--- src/rtl/div_pkg.sv ---
// div_pkg: shared state encoding, default sizes and divide-by-zero quotient for seq_divider32
package div_pkg;
    localparam int WIDTH_DEF = 32;
    localparam int CNT_W_DEF = 6;
    localparam logic [WIDTH_DEF-1:0] DBZ_Q = '1;
    typedef enum logic [1:0] {IDLE, ITER, FIX, DONE} state_t;
endpackage

--- src/rtl/div_step.sv ---
// div_step: one combinational restoring-division step, trial subtract via full-adder chain
module div_step #(
    parameter int W = 32
) (
    input  logic [W:0]   r,
    input  logic [W-1:0] d,
    input  logic         in_bit,
    output logic [W:0]   r_next,
    output logic         q_bit
);
    logic [W:0]   a, b, t;
    logic [W+1:0] c;
    logic         unused_top;
    assign a          = {r[W-1:0], in_bit};
    assign b          = ~{1'b0, d};
    assign c[0]       = 1'b1;
    assign unused_top = r[W] ^ c[W+1];
    for (genvar i = 0; i <= W; i++) begin : g_fa
        assign t[i]   = a[i] ^ b[i] ^ c[i];
        assign c[i+1] = (a[i] & b[i]) | (c[i] & (a[i] ^ b[i]));
    end
    assign q_bit  = ~t[W];
    assign r_next = q_bit ? t : a;
endmodule

--- src/rtl/seq_divider32.sv ---
// seq_divider32: iterative restoring divider, one quotient bit per clock
// SIGNED_DIV_EN builds two's-complement support; otherwise is_signed is ignored
module seq_divider32
    import div_pkg::*;
#(
    parameter int WIDTH = WIDTH_DEF,
    parameter int CNT_W = CNT_W_DEF
) (
    input  logic             clk,
    input  logic             reset,
    input  logic             start,
    input  logic             is_signed,
    input  logic [WIDTH-1:0] dividend,
    input  logic [WIDTH-1:0] divisor,
    output logic             busy,
    output logic             done,
    output logic [WIDTH-1:0] quotient,
    output logic [WIDTH-1:0] remainder,
    output logic             div_by_zero
);
    state_t           state, state_next;
    logic [CNT_W-1:0] cnt;
    logic [WIDTH:0]   r, r_next;
    logic [WIDTH-1:0] qd, d, dvd_abs, dvs_abs, q_fix, r_fix;
    logic             q_bit, neg_q, neg_r, dvd_neg, dvs_neg, accept, dbz, last;

    assign accept = start && (state == IDLE || state == DONE);
    assign dbz    = divisor == '0;
    assign last   = cnt == CNT_W'(WIDTH - 1);

`ifdef SIGNED_DIV_EN
    assign dvd_neg = is_signed & dividend[WIDTH-1];
    assign dvs_neg = is_signed & divisor[WIDTH-1];
    assign dvd_abs = dvd_neg ? -dividend : dividend;
    assign dvs_abs = dvs_neg ? -divisor : divisor;
    assign q_fix   = neg_q ? -qd : qd;
    assign r_fix   = neg_r ? -r[WIDTH-1:0] : r[WIDTH-1:0];
`else
    logic unused_sign;
    assign dvd_neg     = 1'b0;
    assign dvs_neg     = 1'b0;
    assign dvd_abs     = dividend;
    assign dvs_abs     = divisor;
    assign q_fix       = qd;
    assign r_fix       = r[WIDTH-1:0];
    assign unused_sign = is_signed ^ neg_q ^ neg_r;
`endif

    div_step #(.W(WIDTH)) u_step (
        .r      (r),
        .d      (d),
        .in_bit (qd[WIDTH-1]),
        .r_next (r_next),
        .q_bit  (q_bit)
    );

    always_ff @(posedge clk or posedge reset) begin
        if (reset) state <= IDLE;
        else       state <= state_next;
    end

    always_comb begin
        state_next = accept ? (dbz ? DONE : ITER) :
                     state == ITER ? (last ? FIX : ITER) :
                     state == FIX  ? DONE :
                     state == DONE ? IDLE : state;
        busy       = state == ITER || state == FIX;
        done       = state == DONE;
    end

    // qd starts as |dividend| and is shifted out MSB-first while quotient bits shift in
    always_ff @(posedge clk or posedge reset) begin
        if (reset) begin
            cnt         <= '0;
            r           <= '0;
            qd          <= '0;
            d           <= '0;
            neg_q       <= 1'b0;
            neg_r       <= 1'b0;
            quotient    <= '0;
            remainder   <= '0;
            div_by_zero <= 1'b0;
        end else if (accept) begin
            cnt   <= '0;
            r     <= '0;
            qd    <= dvd_abs;
            d     <= dvs_abs;
            neg_q <= dvd_neg ^ dvs_neg;
            neg_r <= dvd_neg;
            if (dbz) begin
                quotient    <= {WIDTH{DBZ_Q[0]}};
                remainder   <= dividend;
                div_by_zero <= 1'b1;
            end
        end else if (state == ITER) begin
            cnt <= cnt + 1'b1;
            r   <= r_next;
            qd  <= {qd[WIDTH-2:0], q_bit};
        end else if (state == FIX) begin
            quotient    <= q_fix;
            remainder   <= r_fix;
            div_by_zero <= 1'b0;
        end
    end
endmodule

--- config.mk ---
export PLATFORM = sky130hd
export DESIGN_NAME = seq_divider32
export DESIGN_NICKNAME = d
export VERILOG_FILES = /design/src/rtl/div_pkg.sv /design/src/rtl/div_step.sv /design/src/rtl/seq_divider32.sv
export SDC_FILE = /design/constraint.sdc
export NUM_CORES = 1
export LEC_CHECK = 0
export BUFFER_PORTS_ARGS = -buffer_cell sky130_fd_sc_hd__buf_2
export CORE_MARGIN = 2
export CORE_UTILIZATION = 56
export CTS_BUF_LIST = sky130_fd_sc_hd__clkbuf_8
export DETAILED_ROUTE_END_ITERATION = 16
export PLACE_DENSITY_LB_ADDON = 0.08
export SYNTH_ARGS = -nofsm -noshare
export SYNTH_HDL_FRONTEND = slang
export SYNTH_SLANG_ARGS = --single-unit
export TNS_END_PERCENT = 50
--- constraint.sdc ---
create_clock -name clk -period 14.5 [get_ports clk]
set_clock_uncertainty 0.15 [all_clocks]
set_input_delay 2.175 -clock clk [delete_from_list [all_inputs] [get_ports clk]]
set_output_delay 2.175 -clock clk [all_outputs]
set_load 0.05 [all_outputs]
==> results of run 1 <==
## registers in the layout (all words and copies together) (netlist names)
| signal | count |
|---|---|
| q_fix | 32 |
| quotient | 32 |
| d | 32 |
| r | 32 |
| cnt | 6 |
| remainder | 32 |
| state | 2 |
| div_by_zero | 1 |
## worst max path at each step
stage | startpoint | to | slack (ns) | cells past startpoint
after floorplan | q_fix[31] | r[10] | 1.50 | 39
after global placement | q_fix[31] | r[8] | 0.99 | 39
after detailed placement | q_fix[31] | r[4] | 0.76 | 39
after CTS | q_fix[31] | r[0] | 0.71 | 39
after global routing | q_fix[31] | r[2] | 0.23 | 39
final | q_fix[31] | r[8] | 0.70 | 39
## cells in the mapped netlist (all sizes together), types with 2 or more instances
| cell | count | area (um^2) |
|---|---|---|
| fa | 31 | 621 |
| o21ai | 66 | 330 |
| inv | 70 | 263 |
| mux2i | 66 | 661 |
| nor2 | 40 | 150 |
| ha | 5 | 62.6 |
| nand3 | 3 | 15.0 |
| a22o | 2 | 17.5 |
| a31oi | 2 | 12.5 |
| a21oi | 30 | 150 |
| a211oi | 2 | 15.0 |
| xor2 | 4 | 35.0 |
| nand4 | 3 | 18.8 |
| nand2 | 196 | 736 |
| clkbuf | 27 | 101 |
| buf | 22 | 170 |
| o32ai | 2 | 17.5 |
| nor4 | 8 | 50.1 |
| dfrtp | 169 | 4230 |
| mux2 | 33 | 480 |
| o211ai | 29 | 218 |
## metal layers
layer / wire (um) / global-route usage [%]
met5: 0 / 0
met2: 8370 / 36.9
met1: 8370 / 33.6
met3: 846 / 5.36
met4: 130 / 5.11
## stage by stage
| stage | instance area, um^2 | util, % | setup WS [ns] |
|---|---|---|---|
| after global routing | 9600 | 65.6 | 0.226 |
| after floorplan | 8430 | - | 1.50 |
| final | 9600 | 65.6 | 0.701 |
| after global placement | 9170 | 62.6 | 0.985 |
| after detailed placement | 9170 | 62.6 | 0.759 |
| after CTS | 9600 | 65.6 | 0.711 |
## kinds of logic (layout without fill, tap and decap cells)
logic type                 count (synthesis)  after routing  synth area share [%]
AOI/OAI and AO/OA                        135            135                  9.33
adders and majority gates                 36             36                  8.11
DFF                                      169            169                  50.2
and+or+nand+nor                          256            256                  12.0
xor gates and xnor gates                   5              5                 0.520
muxes                                     99             99                  13.5
buffers and inverters                    119            243                  6.34
## placed cells by master, fill, tap and decap left out, types with 3 or more instances in the layout
cell type / count
nor2_1: 40
xor2_1: 3
nor4_1: 8
dfrtp_1: 169
a21oi_1: 30
fa_1: 31
bufinv_16: 3
mux2_4: 29
inv_1: 70
clkinv_2: 3
mux2_2: 4
mux2i_1: 66
clkbuf_8: 23
nand4_1: 3
buf_2: 133
buf_4: 9
o21ai_0: 66
nand2_1: 196
ha_1: 4
nand3_1: 3
o211ai_1: 29
## critical path: cells and delay by family (launching register included)
| family | cells | cell delay, ns |
|---|---|---|
| AND/OR/NAND/NOR | 1 | 0.11 |
| buffers and inverters | 3 | 0.49 |
| XOR/XNOR | 1 | 0.17 |
| adder cells (fa/ha/maj) | 32 | 12.13 |
| flip-flops | 1 | 0.37 |
| AO/OA/AOI/OAI | 2 | 0.19 |
## power by group
group	internal, uW	switching (uW)	leakage, uW
Clock	196	165	0.000225
Combinational	510	860	0.00231
Sequential	680	145	0.00206
## area by class of cell
| type | count | area [um^2] | share of cell area [%] |
|---|---|---|---|
| clock buffer | 23 | 317 | 3.30 |
| clock inverter | 8 | 116 | 1.21 |
| inverter | 70 | 268 | 2.79 |
| multi-input combinational | 531 | 3710 | 38.6 |
| sequential | 169 | 4230 | 44.1 |
| tap | 184 | 230 | 2.40 |
| timing repair buffer | 142 | 733 | 7.64 |
==> results.yml, run 1 <==
die:
  die_x_um: 127
  core_area_mm2: 0.0146
  die_h_um: 127
  start_util_pct: 57.5
  num_rows: 44
  die_area_mm2: 0.0160
  io_pins: 135
yosys:
  ys.flop_type: "dfrtp_1"
  syn_inst: 819
  syn_area_mm2: 0.00843
  synth-seq-cells: 169
  synth_edf_count: 0
  avgSynthCellArea_um2: 10.3
  synth_nets: 923
  yosys_warnings: 0
  ys_seq_area_share_pct: 50.2
  synth.distinct_cells: 34
  async_reset_ff_share_pct: 100
clocking:
  ctsHoldBuffers: 0
  numCtsBuffers: 17
  clk_transition_reported_paths_ns: 0.08
  cts_max_level: 4
  clock-sinks: 169
  post_cts.resized_instances: 0
  clk_path_buf_depth: 2
  cts_tree: "built"
  root_buffer: "clkbuf_8"
  post_cts_buffers: 0
  clock_latency_ns: 0.45
setup_path:
  crit_type: "reg2reg"
  arrival_ns: 13.96
  reg2reg_slack_ns: 0.70
  worstSetupEndpointType: "register"
  cp-start-kind: "register"
  reg2regPathDepth: 39
  cpMostUsedCell: "fa_1"
  timing.rr.end: "r[8]"
  rr_startpoint: "q_fix[31]"
  slowest_delay_ns: 0.43
  crit_required_ns: 14.66
  path_max_fanout: 35
  cp_slowest_cell: "fa_1"
sta:
  timing.hold.ws_ns: 0.361
  finalMaxSlewViolations: 0
  finalHoldViolCount: 0
  relSlewSlack_pct: 27.7
  rsz0062_at_grt: "no"
  min_period_ns: 13.80
  period_share_pct: 95.2
  worst_slew_pin_slew_ns: 1.08
  max_freq_ghz: 0.0725
  tns_ns: 0
  setup_viol: 0
pwr:
  power_density_mw_per_mm2: 266
  leakagePower_uw: 0.00460
  ir_drop_mv: 0.137
  power_uw: 2550
worst_hold_path:
  min_path_cells: 1
  hold_path.class: "reg2reg"
  hold_start: "remainder[9]"
  hold_end: "remainder[9]"
grt:
  track_usage_pct: 23.3
  gr-total-overflow: 0
  grt_pass1_wl_mm: 29.8
  grt_pass1_vias: 5949
  antenna_found_initial: 0
  grt_max_degree: 92
drt:
  postRouteAntennaNets: 0
  wl_per_cell_um: 15.7
  vias: 5999
  routed_wirelength_mm: 17.7
  drc: 0
  dr.pass1.iters: 5
  drt-initial-drc-count: 473
  via_per_inst: 5.32
cells_and_area:
  nNetsFinal: 1035
  syn_to_final_growth_pct: 13.9
  drive_gt1_share_pct: 22.3
  antenna_cells: 0
  final_cells: 1127
  n_fill_cell: 1204
placement:
  hpwl_mm: 11.8
  dp_cells: 1096
  place_congestion: 0.748
  io_buffers: 133
outcome:
  status: "completed"
run:
  maxCapViolCount: 0
(Power assumes the default switching activity.)
==> run 2: changes to the inputs <==
- MAX_ROUTING_LAYER: not set -> met4
- SLEW_MARGIN: not set -> 10
==> run 2 against run 1 <==
Net effect:
- first-iteration DRC count fell by 16%
- critical path type unchanged
- worst hold slack got worse by 0.00085 ns
- via count rose by 0.43%
- sequential share of layout area did not move
- count of clock-buffer cells in the layout did not move
- utilization did not move
- sequential cell count did not move
- combinational power barely moved
- final cell count did not move
- critical endpoint unchanged
- cell area did not move
==> results.yml, run 2 (same netlist as run 1, synthesis figures left out) <==
clocking:
  post_cts.resized_instances: 0
  clock-sinks: 169
  post_cts_buffers: 0
  clk_path_buf_depth: 2
  numCtsBuffers: 17
  cts_tree: "built"
  clk_transition_reported_paths_ns: 0.08
  clock_latency_ns: 0.45
  ctsHoldBuffers: 0
  cts_max_level: 4
  root_buffer: "clkbuf_8"
worst_hold_path:
  hold_path.class: "reg2reg"
  hold_end: "remainder[9]"
  min_path_cells: 1
  hold_start: "remainder[9]"
drt:
  dr.pass1.iters: 5
  routed_wirelength_mm: 17.7
  vias: 6025
  wl_per_cell_um: 15.7
  postRouteAntennaNets: 0
  drc: 0
  drt-initial-drc-count: 398
  via_per_inst: 5.35
cells_and_area:
  drive_gt1_share_pct: 22.3
  mostFrequentLayoutCells: "nand2_1, dfrtp_1, buf_2, inv_1"
  antenna_cells: 0
  syn_to_final_growth_pct: 13.9
  nNetsFinal: 1035
  final_common_cell: "nand2_1"
  final_cells: 1127
grt:
  track_usage_pct: 24.0
  gr-total-overflow: 0
  grt_max_degree: 92
  grt_pass1_wl_mm: 29.8
  grt_pass1_vias: 5946
  antenna_found_initial: 0
sta:
  worst_slew_pin_slew_ns: 1.09
  period_share_pct: 95.2
  setup_viol: 0
  min_period_ns: 13.80
  finalMaxSlewViolations: 0
  relSlewSlack_pct: 27.3
  timing.final.ws_setup_ns: 0.702
  tns_ns: 0
  rsz0062_at_grt: "no"
  max_freq_ghz: 0.0725
  finalHoldViolCount: 0
outcome:
  status: "completed"
die:
  die_x_um: 127
  start_util_pct: 57.5
  num_rows: 44
  io_pins: 135
  core_area_mm2: 0.0146
  die_area_mm2: 0.0160
  die_h_um: 127
setup_path:
  timing.rr.end: "r[8]"
  path_buf_inv: 3
  arrival_ns: 13.96
  cp_slowest_cell: "fa_1"
  reg2reg_slack_ns: 0.70
  crit_type: "reg2reg"
  slowest_delay_ns: 0.43
  cp-start-kind: "register"
  cpMostUsedCell: "fa_1"
  cpLargestDelayFamily: "adder cells"
  rr_startpoint: "q_fix[31]"
  worstSetupEndpointType: "register"
  reg2regPathDepth: 39
  crit_required_ns: 14.66
  path_max_fanout: 35
placement:
  io_buffers: 133
  dp_cells: 1096
  place_ws_ns: 0.759
  hpwl_mm: 11.8
  place_congestion: 0.758
pwr:
  power_density_mw_per_mm2: 266
  power_uw: 2550
  leakagePower_uw: 0.00460
  ir_drop_mv: 0.136
run:
  maxCapViolCount: 0
## run 2: cell counts in the layout (fill, tap and decap cells not counted)
Identical to the previous run, type by type.
## run 2: metrics by stage
step           hold slack [ns]  instance area [um^2]  util (%)
5_1_grt                  0.380                  9600      65.6
3_3_place_gp             0.335                  9170      62.6
4_1_cts                  0.366                  9600      65.6
6_report                 0.360                  9600      65.6
3_5_place_dp             0.341                  9170      62.6
2_1_floorplan            0.302                  8430         -
## run 2: routing by layer
metal,track usage [%],up-vias,share of wire [%]
met1,33.5,2958,47
met5,-,-,0
met4,5.11,0,0.80
met3,5.19,12,4.8
li1,-,2903,-
met2,37.0,152,47
## run 2: area by class of cell
class / instances / area, um^2
repair buffers: 142 / 733
flip-flops and latches: 169 / 4230
clock inverters: 8 / 116
multi-input cells: 531 / 3710
fillers: 1204 / 5040
clock buffers: 23 / 317
inverters: 70 / 268
well taps: 184 / 230
## run 2: worst reg2reg max path: cells and delay by family (launching register included)
kind / cells / cell delay, ns
XOR/XNOR: 1 / 0.17
flip-flops: 1 / 0.37
adder cells (fa/ha/maj): 32 / 12.15
AND/OR/NAND/NOR: 1 / 0.12
buffers and inverters: 3 / 0.49
AO/OA/AOI/OAI: 2 / 0.19
## run 2: how the worst max path moves through the flow
stage | startpoint | endpoint | slack, ns | cells after the start
2_1_floorplan | q_fix[31] | r[10] | 1.50 | 39
3_3_place_gp | q_fix[31] | r[8] | 0.99 | 39
3_5_place_dp | q_fix[31] | r[4] | 0.76 | 39
4_1_cts | q_fix[31] | r[0] | 0.71 | 39
5_1_grt | q_fix[31] | r[2] | 0.23 | 39
6_report | q_fix[31] | r[8] | 0.70 | 39
## run 2: report_power, final
group	switching (uW)	leakage, uW	internal, uW	total (uW)
clock network	164	0.000225	196	360
logic	860	0.00231	510	1370
registers	145	0.00206	680	824
